`config.mk`:
```
export PLATFORM = sky130hd
export DESIGN_NAME = if_prefetch
export DESIGN_NICKNAME = d
export VERILOG_FILES = /design/src/rtl/if_prefetch_pkg.sv /design/src/rtl/if_fifo.sv /design/src/rtl/if_prefetch.sv
export SDC_FILE = /design/constraint.sdc
export NUM_CORES = 1
export LEC_CHECK = 0
export CORE_ASPECT_RATIO = 1.1
export CORE_MARGIN = 1
export CORE_UTILIZATION = 50
export CTS_CLUSTER_SIZE = 28
export DETAILED_ROUTE_END_ITERATION = 10
export DONT_BUFFER_PORTS = 1
export PLACE_DENSITY = 0.77
export SLEW_MARGIN = 20
export SYNTH_ARGS = -nofsm -noshare
export SYNTH_HDL_FRONTEND = slang
export SYNTH_SLANG_ARGS = --single-unit
```
`constraint.sdc`:
```
create_clock -name clk -period 9.7 [get_ports clk]
set_input_delay 1.94 -clock clk [delete_from_list [all_inputs] [get_ports clk]]
set_output_delay 1.94 -clock clk [all_outputs]
set_load 0.01 [all_outputs]
```
`src/rtl/if_prefetch_pkg.sv`:
```
// rtl/if_prefetch_pkg.sv - shared constants for the instruction fetch front end
package if_prefetch_pkg;

    localparam int INST_W = 32;
    localparam int ADDR_W = 32;

    localparam logic [INST_W-1:0] NOP_INST         = 32'h0000_0013;
    localparam logic [ADDR_W-1:0] RESET_PC_DEFAULT = 32'h0000_0000;
    localparam logic [ADDR_W-1:0] PC_STEP          = 32'd4;

endpackage

```
`src/rtl/if_fifo.sv`:
```
// rtl/if_fifo.sv - prefetch instruction FIFO with flush, count and registered head word
module if_fifo #(
    parameter int DEPTH = 2,
    parameter int DW    = 32,
    localparam int CW   = $clog2(DEPTH + 1),
    localparam int PW   = (DEPTH > 1) ? $clog2(DEPTH) : 1
) (
    input  logic          clk,
    input  logic          rst,
    input  logic          push,
    input  logic [DW-1:0] push_data,
    input  logic          pop,
    input  logic          flush,
    output logic [CW-1:0] count,
    output logic [DW-1:0] head
);

    logic [DW-1:0] mem [DEPTH];
    logic [PW-1:0] rd_ptr;
    logic [PW-1:0] wr_ptr;

    function automatic logic [PW-1:0] ptr_inc(input logic [PW-1:0] p);
        return (p == PW'(DEPTH - 1)) ? '0 : p + PW'(1);
    endfunction

    always_ff @(posedge clk or negedge rst) begin
        if (!rst) begin
            rd_ptr <= '0;
            wr_ptr <= '0;
            count  <= '0;
            for (int i = 0; i < DEPTH; i++) begin
                mem[i] <= '0;
            end
        end else if (flush) begin
            rd_ptr <= '0;
            wr_ptr <= '0;
            count  <= '0;
        end else begin
            // push and pop on a full FIFO share a slot: head moves off it as it is rewritten
            if (push) begin
                mem[wr_ptr] <= push_data;
                wr_ptr      <= ptr_inc(wr_ptr);
            end
            if (pop) begin
                rd_ptr <= ptr_inc(rd_ptr);
            end
            count <= count + CW'(push) - CW'(pop);
        end
    end

    assign head = mem[rd_ptr];

    assert property (@(posedge clk) disable iff (!rst)
        !(push && !pop && !flush && count == CW'(DEPTH)));

    assert property (@(posedge clk) disable iff (!rst)
        !(pop && !flush && count == '0));

endmodule

```
`src/rtl/if_prefetch.sv`:
```
// rtl/if_prefetch.sv - sequential PC generator, credit-limited bus requester and prefetch buffer
module if_prefetch
    import if_prefetch_pkg::*;
#(
    parameter int            DW       = ADDR_W,
    parameter int            DEPTH    = 2,
    parameter logic [DW-1:0] RESET_PC = RESET_PC_DEFAULT
) (
    input  logic          clk,
    input  logic          rst,
    input  logic          jump_flag_i,
    input  logic [DW-1:0] jump_addr_i,
    input  logic          hold_flag_i,
    output logic          ibus_req_o,
    output logic [DW-1:0] ibus_addr_o,
    input  logic          ibus_gnt_i,
    input  logic          ibus_rvalid_i,
    input  logic [DW-1:0] ibus_rdata_i,
    output logic [DW-1:0] inst_o,
    output logic [DW-1:0] inst_addr_o,
    output logic          inst_valid_o
);

    localparam int CW = $clog2(DEPTH + 1);
    localparam int SW = CW + 1;

    logic [DW-1:0] fetch_pc;
    logic [DW-1:0] head_pc;
    logic [CW-1:0] occ;
    logic [CW-1:0] inflight;
    logic [CW-1:0] drop;
    logic [DW-1:0] fifo_head;
    logic [SW-1:0] credit_used;
    logic          pop;
    logic          push;
    logic          grant;

    assign inst_valid_o = (occ != '0);
    assign pop          = inst_valid_o & ~hold_flag_i & ~jump_flag_i;

    // buffered plus outstanding words, counting this cycle's pop as already freed
    assign credit_used  = {1'b0, occ} + {1'b0, inflight} - SW'(pop);
    assign ibus_req_o   = rst & ~jump_flag_i & (credit_used < SW'(DEPTH));
    assign ibus_addr_o  = fetch_pc;
    assign grant        = ibus_req_o & ibus_gnt_i;
    assign push         = ibus_rvalid_i & ~jump_flag_i & (drop == '0);

    assign inst_o       = inst_valid_o ? fifo_head : DW'(NOP_INST);
    assign inst_addr_o  = head_pc;

    always_ff @(posedge clk or negedge rst) begin
        if (!rst) begin
            fetch_pc <= RESET_PC;
            head_pc  <= RESET_PC;
            inflight <= '0;
            drop     <= '0;
        end else begin
            inflight <= inflight + CW'(grant) - CW'(ibus_rvalid_i);
            if (jump_flag_i) begin
                fetch_pc <= jump_addr_i;
                head_pc  <= jump_addr_i;
                // everything still outstanding after this cycle belongs to the old stream
                drop     <= inflight - CW'(ibus_rvalid_i);
            end else begin
                if (grant) begin
                    fetch_pc <= fetch_pc + DW'(PC_STEP);
                end
                if (pop) begin
                    head_pc <= head_pc + DW'(PC_STEP);
                end
                if (ibus_rvalid_i && drop != '0) begin
                    drop <= drop - CW'(1);
                end
            end
        end
    end

    if_fifo #(
        .DEPTH (DEPTH),
        .DW    (DW)
    ) u_fifo (
        .clk       (clk),
        .rst       (rst),
        .push      (push),
        .push_data (ibus_rdata_i),
        .pop       (pop),
        .flush     (jump_flag_i),
        .count     (occ),
        .head      (fifo_head)
    );

    assert property (@(posedge clk) disable iff (!rst)
        ibus_rvalid_i |-> (inflight != '0));

    assert property (@(posedge clk) disable iff (!rst)
        drop <= inflight);

endmodule

```
==> metrics.yaml <==
outcome:
  status: "finished, final reports clean"
timing:
  hold_viol_final: 0
  worst_pin_slew_ns: 1.01
  report.final.slew_viol_count: 0
  finClkSkew_ns: 0.00825
  fmax_mhz: 181
  fin_crit_ns: 5.53
  max_slew_margin_pct: 32.6
  finalSetupTns_ns: 0
  rsz0062_at_grt: "false"
  setup_viol: 0
  fin_crit_sh_pct: 57.0
  fin_ws_ns: 4.17
global_route:
  grt_pass1_wl_mm: 26.5
  grt_pass1_vias: 5316
  antenna_found_initial: 0
  track_usage_pct: 23.6
  grt_max_degree: 139
  grt_remaining_overflow: 0
power_and_ir_drop:
  ir_drop_v: 0.000179
  power.density_nw_per_um2: 267
  power.leakage_nw: 3.19
critical_path:
  worstSetupEndpointType: "output pin"
  startpoint: "jump_flag_i"
  cp_data_arrival_time_ns: 3.59
  slowest_delay_ns: 0.45
  reg2reg_to: "inflight[1]$_DFF_PN0_"
  worstPathRequired_ns: 7.76
  crit_top_cell: "nor3_1"
  endpoint: "ibus_req_o"
  cp_max_fo: 65
  worstSetupPathType: "in2out"
  reg2reg_slack_ns: 5.61
  reg2reg_from: "u_fifo.count[1]$_DFF_PN0_"
  reg2regPathDepth: 15
  critPathSlowestCell: "nor3_1"
  crit_chain: "nor3_1 > ha_1 > inv_1 > nand2_1 > fa_1 > xnor2_2 > nor3_1"
  critPathLaunchType: "input port"
synth:
  synthArstFlopShare_pct: 100
  synth_nets: 723
  synth_edf_count: 0
  ys_seq_area_share_pct: 48.5
  synth_area_per_cell_sq_um: 10.9
  ys_types: 49
  synthFlopType: "dfrtp_1"
  netlist_area_sq_um: 7020
  yosys_warnings: 0
  synth-seq-cells: 136
  synth_cells: 643
clocking:
  post_cts_buffers: 0
  cts-resized-gates: 0
  clk_latency_ns: 0.42
  ctsHoldBuffers: 0
  path_clk_slew_ns: 0.06
  clkSinkCount: 136
  h-tree-depth: 4
  clockRootBuffer: "clkbuf_16"
  numCtsBuffers: 17
  cts_tree: "done"
  clockBufferDepth: 2
routing:
  wire_per_inst_um: 19.6
  num_vias: 5006
  wl_met2_mm: 7.74
  drtAntennaViolNets: 0
  via_per_inst: 5.99
  wl_mm: 16.4
  wl_met3_mm: 1.74
  top_layer: "met4"
  drc: 0
  dr.first_iter.drc_count: 236
  m1WireLength_mm: 6.37
  first_pass_iters: 5
final_layout:
  synthToLayoutAreaGrowth_pct: 10.8
  layout.nets: 715
  fill_cells: 1159
  layout_common_cells: "dfrtp_1, mux2_2, nand2_1"
  postLayoutCoreUtil_pct: 56.6
  stdcell_count: 836
  design_area_sq_um: 7770
  final_common_cell: "dfrtp_1"
  seqCellArea_sq_um: 3400
  drive_above_1_share_pct: 20.2
  antenna_cells: 0
  multi_input_area_sq_um: 3380
worst_hold_path:
  hp-class: "reg2reg"
  hold_start: "u_fifo.mem[43]$_DFFE_PN0P_"
die:
  die_y_um: 126
  placementRows: 45
  core_sq_um: 13700
  die-area_sq_um: 14500
  io_pins: 168
  die_w_um: 115
  start_util_pct: 51.1
flow_run:
  maxCapViolCount: 0
placement:
  dp_slack_ns: 4.14
  dpl-instance-area_sq_um: 7130
  port_buffers: 0
  routabilityCongestion: 0.866
  dp_cells: 804
  dp_hpwl_mm: 11.4
[area by class of cell]
cell class	instances	area share, %
Sequential cell	136	43.8
Multi-Input combinational cell	453	43.5
Clock buffer	21	6.05
Tap cell	188	3.03
Clock inverter	11	2.17
Inverter	24	1.16
Timing Repair Buffer	3	0.290
[kinds of logic after synthesis]
group	share of synthesized area, %
AO/OA/AOI/OAI	6.53
XOR/XNOR	5.97
adder cells (fa/ha/maj)	1.89
buffers and inverters	3.42
flip-flops	48.5
multiplexers	17.1
AND/OR/NAND/NOR	16.6
[metrics by stage]
| stage | hold slack [ns] | power (mW) |
|---|---|---|
| global route | 0.508 | 2.18 |
| global placement | 0.466 | 1.35 |
| CTS | 0.491 | 2.09 |
| finish | 0.487 | 2.07 |
| floorplan | 0.457 | 1.28 |
| detailed placement | 0.478 | 1.39 |
[Yosys cell counts, types with 3 or more instances]
library cell  number  area [sq um]
nor3_1            10          50.1
o311ai_1           3          26.3
o211ai_1          12          90.1
mux2_2            68           766
o21ai_0           14          70.1
xnor2_1           31           272
a21oi_1            9          45.0
nand4_1           17           106
nor4_1             5          31.3
and4_1             3          26.3
nor4_4             3          63.8
and2_1             5          31.3
inv_1             22          82.6
mux2_1             9           101
a31oi_1            3          18.8
buf_2             12          60.1
nor2_1            52           195
o21ai_1           23           115
dfrtp_1          136          3400
nor4_2            10           125
and3_1             8          50.1
xor2_1            15           131
nand2_1           64           240
nand3_1           23           115
ha_1               9           113
mux2i_1           33           330
clkbuf_1          13          48.8
[power by group]
group	switching [mW]	total (mW)	internal (mW)
sequential	0.162	0.906	0.744
clock	0.245	0.695	0.450
combinational	0.231	0.471	0.240
total	0.638	2.07	1.43
[routing by layer]
| layer | vias to the layer above | track usage (%) |
|---|---|---|
| met5 | - | 0 |
| met4 | 0 | 10.9 |
| met3 | 40 | 9.38 |
| met2 | 240 | 39.2 |
| met1 | 2479 | 26.5 |
| li1 | 2247 | - |
[state kept, by name, summed over array words and instances (netlist names)]
register,cells
u_fifo.wr_ptr,1
u_fifo.rd_ptr,1
ibus_addr_o,32
u_fifo.mem,64
inflight,2
inst_addr_o,32
u_fifo.count,2
drop,2
[worst min-delay path by stage]
stage / to / depth (start not counted)
CTS: u_fifo.mem[43]$_DFFE_PN0P_ / 1
global route: u_fifo.mem[50]$_DFFE_PN0P_ / 1
global placement: u_fifo.mem[50]$_DFFE_PN0P_ / 1
detailed placement: u_fifo.mem[43]$_DFFE_PN0P_ / 1
floorplan: u_fifo.mem[38]$_DFFE_PN0P_ / 1
finish: u_fifo.mem[43]$_DFFE_PN0P_ / 1
[critical path, delay by kind of cell]
family | cells | cell delay [ns]
adders and majority gates | 2 | 0.67
xor gates and xnor gates | 1 | 0.20
and+or+nand+nor | 3 | 0.70
buffers and inverters | 1 | 0.07
(Power assumes the default switching activity.)
